===== src/rtl/sec_arb_pkg.sv =====
// Shared types for the security-engine arbiter: response error codes and FSM states.
package sec_arb_pkg;

   localparam logic [1:0] ERR_OK      = 2'b00;
   localparam logic [1:0] ERR_DENIED  = 2'b01;
   localparam logic [1:0] ERR_TIMEOUT = 2'b10;

   typedef enum logic [1:0] {
      IDLE,
      ISSUE,
      WAIT,
      RESP
   } arb_state_t;

endpackage


===== src/rtl/sec_rr_arbiter.sv =====
// Round-robin picker: first requester after last_grant (modulo N) wins; one-hot grant plus index.
module sec_rr_arbiter #(
   parameter int unsigned N  = 4,
   parameter int unsigned IW = $clog2(N)
) (
   input  logic [N-1:0]  req,
   input  logic [IW-1:0] last_grant,
   output logic [N-1:0]  gnt,
   output logic [IW-1:0] idx
);

   always_comb begin
      int unsigned c;
      logic        found;
      gnt   = '0;
      idx   = '0;
      found = 1'b0;
      for (int unsigned i = 1; i <= N; i++) begin
         c = int'(last_grant) + i;
         if (c >= N) c = c - N;
         if (!found && req[c]) begin
            found  = 1'b1;
            gnt[c] = 1'b1;
            idx    = IW'(c);
         end
      end
   end

endmodule


===== src/rtl/sec_engine_arbiter.sv =====
// Round-robin, one-transaction-at-a-time arbiter sharing a crypto engine among NUM_CH clients.
// Optional engine watchdog enabled by defining SEC_ARB_TIMEOUT_EN.
module sec_engine_arbiter #(
   parameter int unsigned NUM_CH  = 4,
   parameter int unsigned DATA_W  = 256,
   parameter int unsigned OP_W    = 2,
   parameter int unsigned TIMEOUT = 1024
) (
   input  logic                       clk,
   input  logic                       rst,
   input  logic [NUM_CH-1:0]          req_valid,
   output logic [NUM_CH-1:0]          req_ready,
   input  logic [NUM_CH*OP_W-1:0]     req_op,
   input  logic [NUM_CH*DATA_W-1:0]   req_data,
   output logic [NUM_CH-1:0]          resp_valid,
   input  logic [NUM_CH-1:0]          resp_ready,
   output logic [DATA_W-1:0]          resp_data,
   output logic [1:0]                 resp_err,
   output logic                       eng_valid,
   input  logic                       eng_ready,
   output logic [OP_W-1:0]            eng_op,
   output logic [DATA_W-1:0]          eng_data,
   input  logic                       eng_done,
   input  logic [DATA_W-1:0]          eng_result,
   output logic                       eng_abort,
   input  logic                       cfg_we,
   input  logic [$clog2(NUM_CH)-1:0]  cfg_ch,
   input  logic [2**OP_W-1:0]         cfg_perm,
   input  logic                       cfg_lock,
   output logic                       locked,
   output logic                       busy,
   output logic [7:0]                 err_count
);
   import sec_arb_pkg::*;

   localparam int unsigned IW = $clog2(NUM_CH);
   localparam int unsigned PW = 2**OP_W;

   arb_state_t         state;
   logic [PW-1:0]      perm [NUM_CH];
   logic [IW-1:0]      last_grant;
   logic [IW-1:0]      gidx;
   logic [IW-1:0]      ch_q;
   logic [NUM_CH-1:0]  gnt;
   logic [NUM_CH-1:0]  ch_oh;
   logic [OP_W-1:0]    win_op;
   logic [DATA_W-1:0]  win_data;
   logic               wd_expire;

   sec_rr_arbiter #(.N(NUM_CH), .IW(IW)) u_rr (
      .req        (req_valid),
      .last_grant (last_grant),
      .gnt        (gnt),
      .idx        (gidx)
   );

   assign req_ready = (state == IDLE) ? gnt : '0;
   assign busy      = (state != IDLE);
   assign win_op    = req_op[gidx*OP_W +: OP_W];
   assign win_data  = req_data[gidx*DATA_W +: DATA_W];

   // Write is gated by the lock value from before this edge, so write+lock together still lands.
   always_ff @(posedge clk) begin
      if (rst) begin
         locked <= 1'b0;
         for (int unsigned i = 0; i < NUM_CH; i++) perm[i] <= '0;
      end else begin
         if (cfg_we && !locked && (32'(cfg_ch) < NUM_CH)) perm[cfg_ch] <= cfg_perm;
         if (cfg_lock) locked <= 1'b1;
      end
   end

`ifdef SEC_ARB_TIMEOUT_EN
   localparam int unsigned CNT_W = $clog2(TIMEOUT);
   logic [CNT_W-1:0] wd_cnt;

   always_ff @(posedge clk) begin
      if (rst || state != WAIT) wd_cnt <= '0;
      else                      wd_cnt <= wd_cnt + CNT_W'(1);
   end

   assign wd_expire = (state == WAIT) && (wd_cnt == CNT_W'(TIMEOUT - 1)) && !eng_done;
`else
   assign wd_expire = 1'b0;
`endif
   assign eng_abort = wd_expire;

   always_ff @(posedge clk) begin
      if (rst) begin
         state      <= IDLE;
         last_grant <= IW'(NUM_CH - 1);
         ch_q       <= '0;
         ch_oh      <= '0;
         eng_op     <= '0;
         eng_data   <= '0;
         eng_valid  <= 1'b0;
         resp_valid <= '0;
         resp_data  <= '0;
         resp_err   <= ERR_OK;
         err_count  <= '0;
      end else begin
         case (state)
            IDLE: begin
               if (|gnt) begin
                  ch_q     <= gidx;
                  ch_oh    <= gnt;
                  eng_op   <= win_op;
                  eng_data <= win_data;
                  if (perm[gidx][win_op]) begin
                     eng_valid <= 1'b1;
                     state     <= ISSUE;
                  end else begin
                     resp_valid <= gnt;
                     resp_data  <= '0;
                     resp_err   <= ERR_DENIED;
                     state      <= RESP;
                  end
               end
            end
            ISSUE: begin
               if (eng_ready) begin
                  eng_valid <= 1'b0;
                  state     <= WAIT;
               end
            end
            WAIT: begin
               if (eng_done) begin
                  resp_valid <= ch_oh;
                  resp_data  <= eng_result;
                  resp_err   <= ERR_OK;
                  state      <= RESP;
               end else if (wd_expire) begin
                  resp_valid <= ch_oh;
                  resp_data  <= '0;
                  resp_err   <= ERR_TIMEOUT;
                  state      <= RESP;
               end
            end
            RESP: begin
               if (|(resp_valid & resp_ready)) begin
                  resp_valid <= '0;
                  last_grant <= ch_q;
                  if (resp_err != ERR_OK && err_count != 8'hFF) err_count <= err_count + 8'd1;
                  state <= IDLE;
               end
            end
            default: state <= IDLE;
         endcase
      end
   end

endmodule


===== config.mk =====
export PLATFORM = sky130hd
export DESIGN_NAME = sec_engine_arbiter
export DESIGN_NICKNAME = d
export VERILOG_FILES = /design/src/rtl/sec_arb_pkg.sv /design/src/rtl/sec_rr_arbiter.sv /design/src/rtl/sec_engine_arbiter.sv
export SDC_FILE = /design/constraint.sdc
export NUM_CORES = 2
export LEC_CHECK = 0
export CORE_AREA = 2 2 723 725
export DETAILED_ROUTE_END_ITERATION = 10
export DIE_AREA = 0 0 725 727
export HOLD_SLACK_MARGIN = 0.06
export PLACE_DENSITY = 0.3
export REMOVE_ABC_BUFFERS = 1
export SLEW_MARGIN = 20
export SYNTH_ARGS = -nofsm -noshare
export SYNTH_HDL_FRONTEND = slang
export SYNTH_SLANG_ARGS = --single-unit

===== constraint.sdc =====
create_clock -name clk -period 6.5 [get_ports clk]
set_clock_uncertainty 0.2 [all_clocks]
set_input_delay 1.3 -clock clk [delete_from_list [all_inputs] [get_ports clk]]
set_output_delay 1.3 -clock clk [all_outputs]
set_load 0.02 [all_outputs]

=== After elaboration in Yosys (flattened, before gate mapping) ===
Memories as Yosys holds them, arrays and structs flattened.
Index checks and enable logic that the tools add are counted.

* Register bits: 540
* Memory bits (writable): 16
* Input bits: 1,308
* Word-level logic and storage cells: 145
* Memories kept: 1

{| class="wikitable"
|+ Memories
! name !! words !! bits a word !! read ports !! clocked after Yosys merged registers in !! write ports !! line !! source
|-
| perm || 4 || 4 || 1 || 0 || 4 || sec_engine_arbiter.sv:40 || <nowiki>logic [PW-1:0] perm [NUM_CH];</nowiki>
|}

* Add/sub/neg operators: 9
* Magnitude comparators: 13
* Equal/unequal tests: 10
* Shifts and indexed selects: 2
* Mux-type cells: 65
* Bitwise operators: 4
* Reductions and logical operators: 29

{| class="wikitable"
|+ Operator list
! operator !! count
|-
| $shiftx 1024x11->256 || 1
|-
| $mux 256 || 3
|-
| $pmux 256 s2 || 1
|-
| $ge 32x1->1 const B || 4
|-
| $ge 32x3->1 const B || 4
|-
| $lt 32x3->1 const B || 4
|-
| $mux 32 || 4
|-
| $sub 32x3->32 const B || 4
|-
| $mux 4 || 10
|-
| $mux 2 || 13
|-
| $mux 1 || 21
|-
| $or 4x4->4 || 3
|-
| $pmux 4 s3 || 1
|-
| $reduce_and 4->1 || 3
|-
| $reduce_or 4->1 || 3
|-
| $bmux 1 s2 || 5
|-
| $logic_and 1x1->1 || 9
|-
| $add 8x1->8 const B || 1
|-
| $demux 1 s2 || 4
|-
| $ne 2x2->1 const B || 4
|-
| $ne 8x8->1 const B || 1
|-
| $pmux 2 s4 || 1
|-
| $reduce_bool 2->1 || 4
|-
| $shiftx 8x4->2 || 1
|-
| 16 further kinds || 23
|}

=== Logic depth before layout (Yosys ltp) ===
* Word-level depth: 21
* Mapped depth: 17
* Depth with buffers taken out: 11

=== Cells and area by module ===
Synthesis repeated with hierarchy kept, for this count alone.

* Cells, all modules: 2,271
* Area total of the unflattened synthesis: 25,022.7 um^2

{| class="wikitable"
|+ By module, submodules not included
! module !! instances !! cells each !! area each (um^2) !! sequential area each (um^2)
|-
| sec_engine_arbiter || 1 || 2,215 || 24,554.8 || 11,270.8
|-
| sec_rr_arbiter || 1 || 56 || 467.9 || 0.0
|}

=== Worst setup path before layout ===
Ideal clock, no wire load.

* Kind: input-to-reg
* Start point: input port req_valid[1]
* End point: register resp_data[210]
* Arrival time: 4.734 ns
* Data required time: 6.183 ns
* Slack: 1.449 ns
* Stages on the path: 14
* Cell sequence: clkbuf_1 mux4_2 nor2b_2 o22ai_2 a32oi_1 buf_2 mux4_2 mux2_2 o311ai_1 buf_4 a21oi_4 buf_4 buf_6 a22o_1

* Cells in the longest elaborated chain, start to end: 17
* Elaborated cells on any way between the ends: 36

{| class="wikitable"
|+ Ends and longest elaborated chain
! element !! line !! source
|-
| start, declared || sec_engine_arbiter.sv:11 || <nowiki>input logic [NUM_CH-1:0] req_valid,</nowiki>
|-
| $bmux 1 s2 || sec_rr_arbiter.sv:21 || <nowiki>if (!found && req[c]) begin</nowiki>
|-
| $mux 1 (implied by the code) || sec_rr_arbiter.sv:21 ||
|-
| $mux 1 || sec_rr_arbiter.sv:21 ||
|-
| $logic_not 1->1 || sec_rr_arbiter.sv:21 ||
|-
| $logic_and 1x1->1 || sec_rr_arbiter.sv:21 ||
|-
| $mux 1 || sec_rr_arbiter.sv:21 ||
|-
| $logic_not 1->1 || sec_rr_arbiter.sv:21 ||
|-
| $logic_and 1x1->1 || sec_rr_arbiter.sv:21 ||
|-
| $mux 1 || sec_rr_arbiter.sv:21 ||
|-
| $logic_not 1->1 || sec_rr_arbiter.sv:21 ||
|-
| $logic_and 1x1->1 || sec_rr_arbiter.sv:21 ||
|-
| $mux 2 || sec_rr_arbiter.sv:21 ||
|-
| $shiftx 8x4->2 or $mem_v2 4x4 (tied branches) || - ||
|-
| $bmux 1 s2 || sec_engine_arbiter.sv:109 || <nowiki>if (perm[gidx][win_op]) begin</nowiki>
|-
| $mux 1 (implied by the code) || sec_engine_arbiter.sv:109 ||
|-
| $ne 2x2->1 (no source line) || - ||
|-
| $reduce_and 4->1 (no source line) * || - ||
|-
| end signal, assigned || sec_engine_arbiter.sv:129 || <nowiki>resp_data <= eng_result;</nowiki>
|-
| end, declared || sec_engine_arbiter.sv:17 || <nowiki>output logic [DATA_W-1:0] resp_data,</nowiki>
|}

Mark *: on every way between the ends. The rest lies on a longest branch, timed or not. The select of a mux whose other input is x is not followed.
A chain may end at the register's enable or synchronous reset.

=== Worst setup path in the final report ===
* Start point: register last_grant[1]
* End point: output port req_ready[2]

* Cells in the longest elaborated chain, start to end: 16
* Elaborated cells on any way between the ends: 61

{| class="wikitable"
|+ Ends and longest elaborated chain
! element !! line !! source
|-
| start, declared || sec_engine_arbiter.sv:41 || <nowiki>logic [IW-1:0] last_grant;</nowiki>
|-
| start signal, assigned || sec_engine_arbiter.sv:91 || <nowiki>last_grant <= IW'(NUM_CH - 1);</nowiki>
|-
| start signal, assigned || sec_engine_arbiter.sv:142 || <nowiki>last_grant <= ch_q;</nowiki>
|-
| branches (longest 14 deep; another with $sub 32x3->32) || - ||
|-
| $mux 4 * || sec_rr_arbiter.sv:21 ||
|-
| $mux 4 * || sec_engine_arbiter.sv:57 || <nowiki>assign req_ready = (state == IDLE) ? gnt : '0;</nowiki>
|-
| end, declared || sec_engine_arbiter.sv:12 || <nowiki>output logic [NUM_CH-1:0] req_ready,</nowiki>
|}

Mark *: on every way between the ends. The select of a mux whose other input is x is not followed.

==> summary.txt <==
Logic synthesis
  – Number of flip-flops and latches in the synthesized netlist: 555
  – Count of mapped cells out of synthesis: 3,160
  – Number of flops mapped to enable cells by yosys: 16
  – Fraction of the yosys area taken by sequential cells: 42.5%
  – Async set or reset register ratio after synthesis: 0%
  – Yosys warnings: 0
  – Avg Inst Size Synth: 8.39 sq um
  – Most instantiated flip-flop cell in the synthesis netlist: dfxtp_1
  – Count of different cell masters after synthesis: 58
  – Syn Std Cell Area: 26,500 sq um

CTS
  – Root buf cell: clkbuf_16
  – Clock buffer count from CTS: 92
  – H-Tree Level Count: 3
  – Hold_buf cts: 0
  – Number of instances resized during post-cts repair: 0
  – Buffer count from post-CTS setup fixing: 0
  – CTS tree: yes
  – CTS Buffer Depth: 4
  – Clock-pin slew reported for the worst setup and hold paths after clock tree synthesis: 60 ps
  – Clock latency on the worst-skew pair: 820 ps
  – TritonCTS Sinks: 555

Timing
  – Highest attainable clock frequency: 174 MHz
  – RSZ-0062 raised after global routing: no
  – Final count of hold timing violations: 0
  – Final Slew Violations: 0
  – Total Negative Setup Slacks: 0 ps
  – Min Hold Slack: 278 ps
  – Final worst-path cycle share: 88.6%
  – Slew at the pin closest to its max-slew limit: 938 ps
  – Final period demand of the worst path: 5760 ps
  – Final setup violating endpoints: 0
  – Max-slew headroom: 37.1%

Worst setup path
  – Worst setup EP type: output pin
  – Most used cell along the critical path: mux2i_1
  – Worst EP arrival: 4260 ps
  – Worst path max stage delay: 830 ps
  – Kind of launch point of the worst setup path: flop
  – Kind of critical path: reg2out
  – Largest delay share family, worst path: buffers and inverters
  – CP max stage cell: clkdlybuf4s50_1
  – Data required time at the worst endpoint: 5000 ps
  – Bufs and invs on worst path: 3
  – Worst-path fanout max: 11
  – Worst-path cell chain: buf_4 > inv_1 > ha_1 > mux2i_1 > mux2i_1 > a221o_1 > a22oi_1 > nor2_1 > clkdlybuf4s50_1

Global route
  – Initial antenna violation count: 477
  – First-pass GRT wire length: 501,000 um
  – Total congestion overflow: 0
  – Via count of the first global-routing pass: 34,400
  – Global-route usage over all layers: 15.3%
  – Most Used Layer, Global Route: met2
  – Global Route met3 Usage: 7.10%
  – Met2 track demand over resource in global routing: 26.9%
  – Met1 Track Usage GR: 16.3%
  – Pin count of the biggest net entering global routing: 125

Min path
  – Worst min-delay path category: reg2reg

Cells and area
  – Final cell count without fillers: 12,000
  – Final std cell area, no fill: 56,600 sq um
  – Commonest cells after routing, fill and taps aside: clkdlybuf4s50_1, dfxtp_1, nand2_1
  – Most common library cell in the layout ignoring fill and taps: clkdlybuf4s50_1
  – Share of final-layout standard cells stronger than drive strength 1: 5.22%
  – Utilization after layout: 10.9%
  – Number of nets in the final layout: 6,176
  – Signed area change from the synthesized netlist to the final layout: 114%

Pwr
  – Cell Pwr Density: 350 nW/um^2
  – IR drop worst, VDD: 0.214 mV
  – Leakage power figure: 18.1 nW

Outcome
  – Outcome: finished clean

Floorplanning
  – Core Footprint: 519,000 sq um
  – Initial core utilization: 5.10%
  – Die area: 527,000 sq um
  – Number of placed I/O pins: 1,844
  – Placement Rows: 265
  – Height of the die: 727 um
  – Die W: 725 um

Routing
  – Ratio of routed vias to standard cells: 2.98
  – Total number of vias: 35,700
  – Drt initial violations: 2,554
  – Number of nets with antenna violations after detailed routing: 0
  – Final WL: 420,000 um
  – Number of iterations in the first detailed-routing pass: 7
  – DRC Markers: 0
  – WL/cell: 35.0 um

Place
  – Number of buffers inserted by port buffering: 1,841
  – Placement-stage cell area: 53,300 sq um
  – Final HPWL from detailed placement: 371,000 um
  – Count of placed standard cells including taps: 11,700
  – Final weighted congestion of routability-driven global placement: 0.976

Flow run
  – Max-cap violations: 0
Yosys cell counts (all sizes together), types with 6 or more instances:
master / count / area, sq um
a211oi: 258 / 1940
a21oi: 277 / 1400
a22o: 256 / 2240
a22oi: 7 / 52.6
a311oi: 262 / 2290
and2: 273 / 1710
buf: 77 / 467
clkbuf: 252 / 946
dfxtp: 539 / 10800
edfxtp: 16 / 480
ha: 13 / 163
inv: 9 / 33.8
mux2i: 16 / 160
nand2: 527 / 1980
nand2b: 14 / 87.6
nand3: 6 / 30.0
nor2: 284 / 1070
nor3: 9 / 45.0
logic make-up after synthesis:
| group | share of synthesized area (%) |
|---|---|
| multiplexers | 1.11 |
| AO/OA/AOI/OAI | 30.9 |
| AND/OR/NAND/NOR | 19.1 |
| adder cells (fa/ha/maj) | 0.614 |
| XOR/XNOR | 0.231 |
| flip-flops | 42.5 |
| buffers and inverters | 5.46 |
| other | 0.0141 |
final cells by class:
| cell class | count | area (sq um) |
|---|---|---|
| Antenna cell | 124 | 310 |
| Clock inverter | 27 | 332 |
| Sequential cell | 555 | 11300 |
| Multi-Input combinational cell | 2268 | 13900 |
| Clock buffer | 137 | 2690 |
| Fill cell | 60100 | 463000 |
| Inverter | 9 | 33.8 |
| Tap cell | 6942 | 8690 |
| Timing Repair Buffer | 1929 | 19400 |
power by group:
group / internal (mW) / switching, mW / total (mW)
Clock: 3.09 / 2.16 / 5.25
Combinational: 3.65 / 6.15 / 9.80
Sequential: 4.21 / 0.540 / 4.75
Total: 10.9 / 8.86 / 19.8
worst paths after layout:
check                 from            end  slack [ps]  depth (start not counted)
min          resp_data[15]  resp_data[15]         280                          1
max reg2reg  last_grant[1]  resp_data[73]         820                         15
min reg2reg  resp_data[15]  resp_data[15]         280                          1
max          last_grant[1]   req_ready[2]         740                          9
sequential cells by signal (all words and copies together), names as in the netlist:
| name | count |
|---|---|
| state | 2 |
| eng_op | 2 |
| eng_data | 256 |
| perm | 16 |
| resp_data | 256 |
| ch_oh | 4 |
| last_grant | 2 |
| locked | 1 |
| resp_valid | 4 |
| resp_err | 1 |
| eng_valid | 1 |
| ch_q | 2 |
| err_count | 8 |
routing by layer:
metal  up-vias  wire [um]
met3       908      43300
met5         -       1460
met2      2238     206000
met1     17200     156000
li1      15100          -
met4       222      13900
worst reg2reg max path, stage by stage, from the launching register on:
cell and delay (ps):
dfxtp_1 310, buf_4 190, inv_1 170, ha_1 590, mux2i_1 160, mux2i_1 640
nor2_1 240, a32oi_4 560, mux4_2 600, mux2_2 320, o311ai_1 310, buf_4 260
nor3b_4 250, buf_12 250, buf_12 350, a22o_1 230
metrics by stage:
| stage | worst slack (ps) | total power [mW] |
|---|---|---|
| after floorplan | -26860 | 8.57 |
| after global placement | 191 | 14.8 |
| after detailed placement | 175 | 14.8 |
| after CTS | 699 | 20.4 |
| after global routing | 365 | 21.0 |
| final | 742 | 19.8 |
Note: power is estimated with default switching activity, not from simulation.
